`config.mk`:
```
export PLATFORM = sky130hd
export DESIGN_NAME = sap_control_sequencer
export DESIGN_NICKNAME = d
export VERILOG_FILES = /design/src/rtl/sap_pkg.sv /design/src/rtl/sap_ctrl_decode.sv /design/src/rtl/sap_control_sequencer.sv
export SDC_FILE = /design/constraint.sdc
export NUM_CORES = 1
export LEC_CHECK = 0
export CORE_MARGIN = 2
export CORE_UTILIZATION = 40
export CTS_CLUSTER_SIZE = 28
export DETAILED_ROUTE_END_ITERATION = 6
export GPL_TIMING_DRIVEN = 0
export PLACE_DENSITY = 0.74
export SETUP_SLACK_MARGIN = 0.05
export SYNTH_ARGS = -nofsm -noshare
export SYNTH_HDL_FRONTEND = slang
export SYNTH_SLANG_ARGS = --single-unit
```
`constraint.sdc`:
```
create_clock -name clock -period 2.75 [get_ports clock]
set_input_delay 0.4125 -clock clock [delete_from_list [all_inputs] [get_ports clock]]
set_output_delay 0.4125 -clock clock [all_outputs]
set_load 0.005 [all_outputs]
```
`src/rtl/sap_pkg.sv`:
```
// Shared SAP encodings: opcodes, bus source selects, sequencer states and the control word.
package sap_pkg;

  localparam int unsigned OP_W  = 4;
  localparam int unsigned BUS_W = 3;
  localparam int unsigned TST_W = 3;

  localparam logic [OP_W-1:0] OP_LDA = 4'h0;
  localparam logic [OP_W-1:0] OP_ADD = 4'h1;
  localparam logic [OP_W-1:0] OP_SUB = 4'h2;
  localparam logic [OP_W-1:0] OP_STA = 4'h3;
  localparam logic [OP_W-1:0] OP_JMP = 4'h4;
  localparam logic [OP_W-1:0] OP_OUT = 4'hE;
  localparam logic [OP_W-1:0] OP_HLT = 4'hF;

  localparam logic [BUS_W-1:0] BUS_NONE = 3'd0;
  localparam logic [BUS_W-1:0] BUS_PC   = 3'd1;
  localparam logic [BUS_W-1:0] BUS_RAM  = 3'd2;
  localparam logic [BUS_W-1:0] BUS_IR   = 3'd3;
  localparam logic [BUS_W-1:0] BUS_A    = 3'd4;
  localparam logic [BUS_W-1:0] BUS_ALU  = 3'd5;

  // T-states share their numeric value with the tstate debug output.
  typedef enum logic [3:0] {
    ST_IDLE = 4'd0,
    ST_T1   = 4'd1,
    ST_T2   = 4'd2,
    ST_T3   = 4'd3,
    ST_T4   = 4'd4,
    ST_T5   = 4'd5,
    ST_T6   = 4'd6,
    ST_T7   = 4'd7,
    ST_HALT = 4'd8
  } state_t;

  typedef struct packed {
    logic [BUS_W-1:0] bus_sel;
    logic             pc_inc;
    logic             pc_load;
    logic             mar_in;
    logic             ram_in;
    logic             ram_out;
    logic             ir_in;
    logic             a_in;
    logic             b_in;
    logic             alu_sub;
    logic             out_in;
  } ctrl_t;

endpackage

```
`src/rtl/sap_ctrl_decode.sv`:
```
// Combinational (state, opcode) -> control word decoder for the SAP sequencer.
// Ports: state/opcode in; ctrl (control word), tstate (debug T-number), halted out.
module sap_ctrl_decode
  import sap_pkg::*;
#(
  parameter int unsigned OPC_W = 4
) (
  input  state_t                state,
  input  logic [OPC_W-1:0]      opcode,
  output ctrl_t                 ctrl,
  output logic [TST_W-1:0]      tstate,
  output logic                  halted
);

  // Control word per T-state; fetch is opcode-independent, execute keys off opcode.
  always_comb begin
    ctrl = '0;
    case (state)
      ST_T1: begin
        ctrl.bus_sel = BUS_PC;
        ctrl.mar_in  = 1'b1;
      end
      ST_T2: begin
        ctrl.ram_out = 1'b1;
        ctrl.pc_inc  = 1'b1;
      end
      ST_T3: begin
        ctrl.bus_sel = BUS_RAM;
        ctrl.ir_in   = 1'b1;
      end
      ST_T4: begin
        case (opcode)
          OPC_W'(OP_LDA), OPC_W'(OP_ADD), OPC_W'(OP_SUB), OPC_W'(OP_STA): begin
            ctrl.bus_sel = BUS_IR;
            ctrl.mar_in  = 1'b1;
          end
          OPC_W'(OP_JMP): begin
            ctrl.bus_sel = BUS_IR;
            ctrl.pc_load = 1'b1;
          end
          OPC_W'(OP_OUT): begin
            ctrl.bus_sel = BUS_A;
            ctrl.out_in  = 1'b1;
          end
          default: ctrl = '0;
        endcase
      end
      ST_T5: begin
        case (opcode)
          OPC_W'(OP_LDA), OPC_W'(OP_ADD), OPC_W'(OP_SUB): ctrl.ram_out = 1'b1;
          OPC_W'(OP_STA): begin
            ctrl.bus_sel = BUS_A;
            ctrl.ram_in  = 1'b1;
          end
          default: ctrl = '0;
        endcase
      end
      ST_T6: begin
        case (opcode)
          OPC_W'(OP_LDA): begin
            ctrl.bus_sel = BUS_RAM;
            ctrl.a_in    = 1'b1;
          end
          OPC_W'(OP_ADD), OPC_W'(OP_SUB): begin
            ctrl.bus_sel = BUS_RAM;
            ctrl.b_in    = 1'b1;
          end
          default: ctrl = '0;
        endcase
      end
      ST_T7: begin
        if (opcode == OPC_W'(OP_ADD) || opcode == OPC_W'(OP_SUB)) begin
          ctrl.bus_sel = BUS_ALU;
          ctrl.a_in    = 1'b1;
          ctrl.alu_sub = (opcode == OPC_W'(OP_SUB));
        end
      end
      default: ctrl = '0;
    endcase
  end

  // Debug T-number; IDLE, HALT and unreachable encodings all read as 0.
  always_comb begin
    tstate = '0;
    halted = 1'b0;
    case (state)
      ST_T1, ST_T2, ST_T3, ST_T4, ST_T5, ST_T6, ST_T7: tstate = TST_W'(state);
      ST_HALT: halted = 1'b1;
      default: tstate = '0;
    endcase
  end

endmodule

```
`src/rtl/sap_control_sequencer.sv`:
```
// SAP controller/sequencer: fetch T1-T3, variable-length execute T4-T7, IDLE and HALT.
// Ports: clock, reset (async, active-high), run, opcode (IR[7:4]) in;
//        bus_sel, pc_inc, pc_load, mar_in, ram_in, ram_out, ir_in, a_in, b_in, alu_sub,
//        out_in, halted, tstate out (combinational decode of the state register).
module sap_control_sequencer
  import sap_pkg::*;
#(
  parameter int unsigned OPC_W        = 4,
  parameter bit          ILLEGAL_HALT = 1'b0
) (
  input  logic             clock,
  input  logic             reset,
  input  logic             run,
  input  logic [OPC_W-1:0] opcode,
  output logic [2:0]       bus_sel,
  output logic             pc_inc,
  output logic             pc_load,
  output logic             mar_in,
  output logic             ram_in,
  output logic             ram_out,
  output logic             ir_in,
  output logic             a_in,
  output logic             b_in,
  output logic             alu_sub,
  output logic             out_in,
  output logic             halted,
  output logic [2:0]       tstate
);

  state_t state;
  state_t state_nxt;
  state_t end_nxt;
  ctrl_t  ctrl;

  // State register; reset lands in IDLE so all decoded outputs drop at once.
  always_ff @(posedge clock or posedge reset) begin
    if (reset) state <= ST_IDLE;
    else       state <= state_nxt;
  end

  // Where an instruction goes on its last T-state: straight into the next fetch or IDLE.
  assign end_nxt = run ? ST_T1 : ST_IDLE;

  // Next-state: each opcode ends at its own last T-state.
  always_comb begin
    state_nxt = state;
    case (state)
      ST_IDLE: state_nxt = run ? ST_T1 : ST_IDLE;
      ST_T1:   state_nxt = ST_T2;
      ST_T2:   state_nxt = ST_T3;
      ST_T3:   state_nxt = ST_T4;
      ST_T4: begin
        case (opcode)
          OPC_W'(OP_LDA), OPC_W'(OP_ADD), OPC_W'(OP_SUB), OPC_W'(OP_STA): state_nxt = ST_T5;
          OPC_W'(OP_HLT):                 state_nxt = ST_HALT;
          OPC_W'(OP_JMP), OPC_W'(OP_OUT): state_nxt = end_nxt;
          default: state_nxt = ILLEGAL_HALT ? ST_HALT : end_nxt;
        endcase
      end
      ST_T5:   state_nxt = (opcode == OPC_W'(OP_STA)) ? end_nxt : ST_T6;
      ST_T6:   state_nxt = (opcode == OPC_W'(OP_LDA)) ? end_nxt : ST_T7;
      ST_T7:   state_nxt = end_nxt;
      ST_HALT: state_nxt = ST_HALT;
      // Unreachable encodings behave as IDLE.
      default: state_nxt = run ? ST_T1 : ST_IDLE;
    endcase
  end

  sap_ctrl_decode #(
    .OPC_W (OPC_W)
  ) u_decode (
    .state  (state),
    .opcode (opcode),
    .ctrl   (ctrl),
    .tstate (tstate),
    .halted (halted)
  );

  assign bus_sel = ctrl.bus_sel;
  assign pc_inc  = ctrl.pc_inc;
  assign pc_load = ctrl.pc_load;
  assign mar_in  = ctrl.mar_in;
  assign ram_in  = ctrl.ram_in;
  assign ram_out = ctrl.ram_out;
  assign ir_in   = ctrl.ir_in;
  assign a_in    = ctrl.a_in;
  assign b_in    = ctrl.b_in;
  assign alu_sub = ctrl.alu_sub;
  assign out_in  = ctrl.out_in;

endmodule

```
==> results.yml <==
status:
  status: "complete, no violations"
sta:
  finalWorstSetupSlack_ps: 310
  fin_crit_ps: 2440
  rsz0062_at_grt: "no"
  min_period_over_period_pct: 88.7
  fin_tns_setup_ps: 0
  hold_violations: 0
  setup_viol: 0
  finClkSkew_ps: 6.31
  slew_violations: 0
  fmax_ghz: 0.410
  worst_pin_slew_ps: 344
  slew_headroom_pct: 76.7
setup_path:
  reg2reg_from: "state[2]$_DFF_PP0_"
  regToRegSetupSlack_ps: 1260
  path_cells: "buf_2 > nor4b_4 > nand3_1 > o22ai_1 > clkdlybuf4s50_1"
  r2r-end: "state[0]$_DFF_PP0_"
  crit_path_end_kind: "primary output"
  r2r_cells: 4
  cp_slowest_stage_delay_ps: 520
  worst-setup-path-type: "reg2out"
  critPathLaunchType: "flop"
  crit_fanout: 10
  arrival_ps: 2030
  crit_slowest_cell: "clkdlybuf4s50_1"
  cp.required_ps: 2340
route:
  drtPass1Iterations: 2
  drt_wl_total_mm: 1.49
  wire_per_inst_um: 12.8
  drt_iter0_drc: 2
  via_count: 647
  route.detailed.drc: 0
  detail_route.vias_per_cell: 5.58
  ant_nets: 0
cts:
  root_buffer: "clkbuf_4"
  cts_sinks: 4
  post-cts-setup-buffer-count: 0
  clk_pin_slew_ps: 40
  cts_buffer_depth: 2
  cts_tree: "yes"
  cts.repair.resized: 0
  cts_buffers: 3
  h-tree-depth: 1
  hold_buffers: 0
  clock_latency_ps: 230
synth:
  synth-compound-area-share_pct: 27.0
  syn_area_um2: 622
  ys_seq_area_share_pct: 16.1
  postSynthNetCount: 85
  synth_seq_cells: 4
  synth_area_leader_cell: "dfrtp_1"
  synth_area_per_cell_um2: 7.97
  yosys.area_share.simple_pct: 40.0
  synth_xor_area_share_pct: 1.41
  synth_top_area_share_pct: 16.1
  synthAdderAreaFrac_pct: 0
  synth_cell_type_count: 37
  synth_edf_count: 0
  synth_top_family_by_area: "simple AND/OR/NAND/NOR gates"
  synth.area.mux_share_pct: 1.61
  synth_top_cells_by_area: "dfrtp_1 16%, nor4b_4 7.6%, a211o_1 5.6%"
  ys_warn_count: 0
  synthFlopType: "dfrtp_1"
  synth-async-reset-ratio_pct: 100
  syn_inst: 78
global_routing:
  overflow: 0
  grt_pass1_vias: 563
  grt_use_total_pct: 16.9
  grt_max_degree: 11
  antenna_found_initial: 0
  grt_pass1_wl_mm: 2.45
placed_design:
  dpl_cell_area_um2: 832
  post-place-ws_ps: 505
  globalplace.congestion: 0.864
  portBuffers: 19
  dp_hpwl_mm: 1.17
floorplan:
  core_um2: 1490
  die_area_um2: 1890
  placementRows: 14
  die_x_um: 43.4
  die_y_um: 43.4
  ios: 24
  start_util_pct: 41.8
worst_hold_path:
  min_path_type: "in2async"
finish:
  final-seq-area_um2: 100
  layout_commonest_cell: "clkdlybuf4s50_1"
  drive_above_1_share_pct: 19.0
  final_area_um2: 855
  area_growth_syn_to_layout_pct: 37.4
  largest_reg_flops: 4
  diodes: 0
  mostFrequentLayoutCells: "19 x clkdlybuf4s50_1, 9 x nor2_1, 6 x nor3_1, 5 x inv_1, 5 x nand2_1"
  multi_input_area_um2: 435
  regMostFlops: "state"
  n_fill_cell: 140
  finalNetCount: 109
  reg_top3: "state x4"
power_and_ir_drop:
  power.leakage_nw: 0.344
  power_density_nw_per_um2: 792
  ir_worst_vdd_mv: 0.549
run:
  drv_cap: 0
-- metrics by stage --
stage / hold WS [ps] / util, % / cells / power [mW]
6_report: 354 / 57.4 / 116 / 0.677
4_1_cts: 354 / 57.4 / 116 / 0.679
3_5_place_dp: 604 / 55.9 / 113 / 0.604
5_1_grt: 403 / 57.4 / 116 / 0.733
2_1_floorplan: 179 / - / 78 / 0.414
3_3_place_gp: 598 / 55.9 / 113 / 0.599
-- routing by layer --
layer	global-route usage, %	share of wire, %
met3	3.75	4.1
met1	24.6	50
met5	0	0
met4	1.82	0
met2	26.3	46
-- cell type report --
class	instances	share of cell area [%]
flip-flops and latches	4	11.7
plain buffers	8	7.47
clock buffers	3	2.64
multi-input cells	60	51.0
repair buffers	19	22.3
well taps	16	2.34
inverters	6	2.64
-- cells in the mapped netlist (2+ instances only) --
cell type / number
a211o_1: 4
a21oi_1: 2
and2_1: 3
buf_2: 3
buf_4: 2
buf_6: 3
dfrtp_1: 4
inv_1: 5
nand2_1: 5
nand2b_1: 3
nand3_1: 2
nor2_1: 9
nor3_1: 6
nor4b_4: 2
o211ai_1: 2
o21ai_0: 2
-- cells by family after synthesis --
family | Yosys count
compound gates | 21
xor+xnor | 1
buf+inv | 14
flops | 4
mux | 1
simple gates | 37
-- power breakdown --
group	total (mW)	switching (mW)	internal, mW
Combinational	0.491	0.227	0.264
Sequential	0.115	0.0343	0.0806
Clock	0.0715	0.0228	0.0487
-- worst max-delay path, delay by kind of cell, from the launching register on --
family	cells	cell delay, ps
compound gates	1	200
buf+inv	2	730
flops	1	370
simple gates	2	500
-- how the worst max path moves through the flow --
stage / from / end / slack (ps) / depth (start not counted)
6_report: state[2]$_DFF_PP0_ / bus_sel[2] / 310 / 5
5_1_grt: state[3]$_DFF_PP0_ / alu_sub / 180 / 5
4_1_cts: state[2]$_DFF_PP0_ / bus_sel[2] / 290 / 5
3_5_place_dp: opcode[2] / bus_sel[1] / 510 / 5
3_3_place_gp: opcode[2] / bus_sel[1] / 520 / 5
2_1_floorplan: opcode[2] / bus_sel[1] / 1050 / 4
No activity file was read; power rests on OpenSTA's default activity.
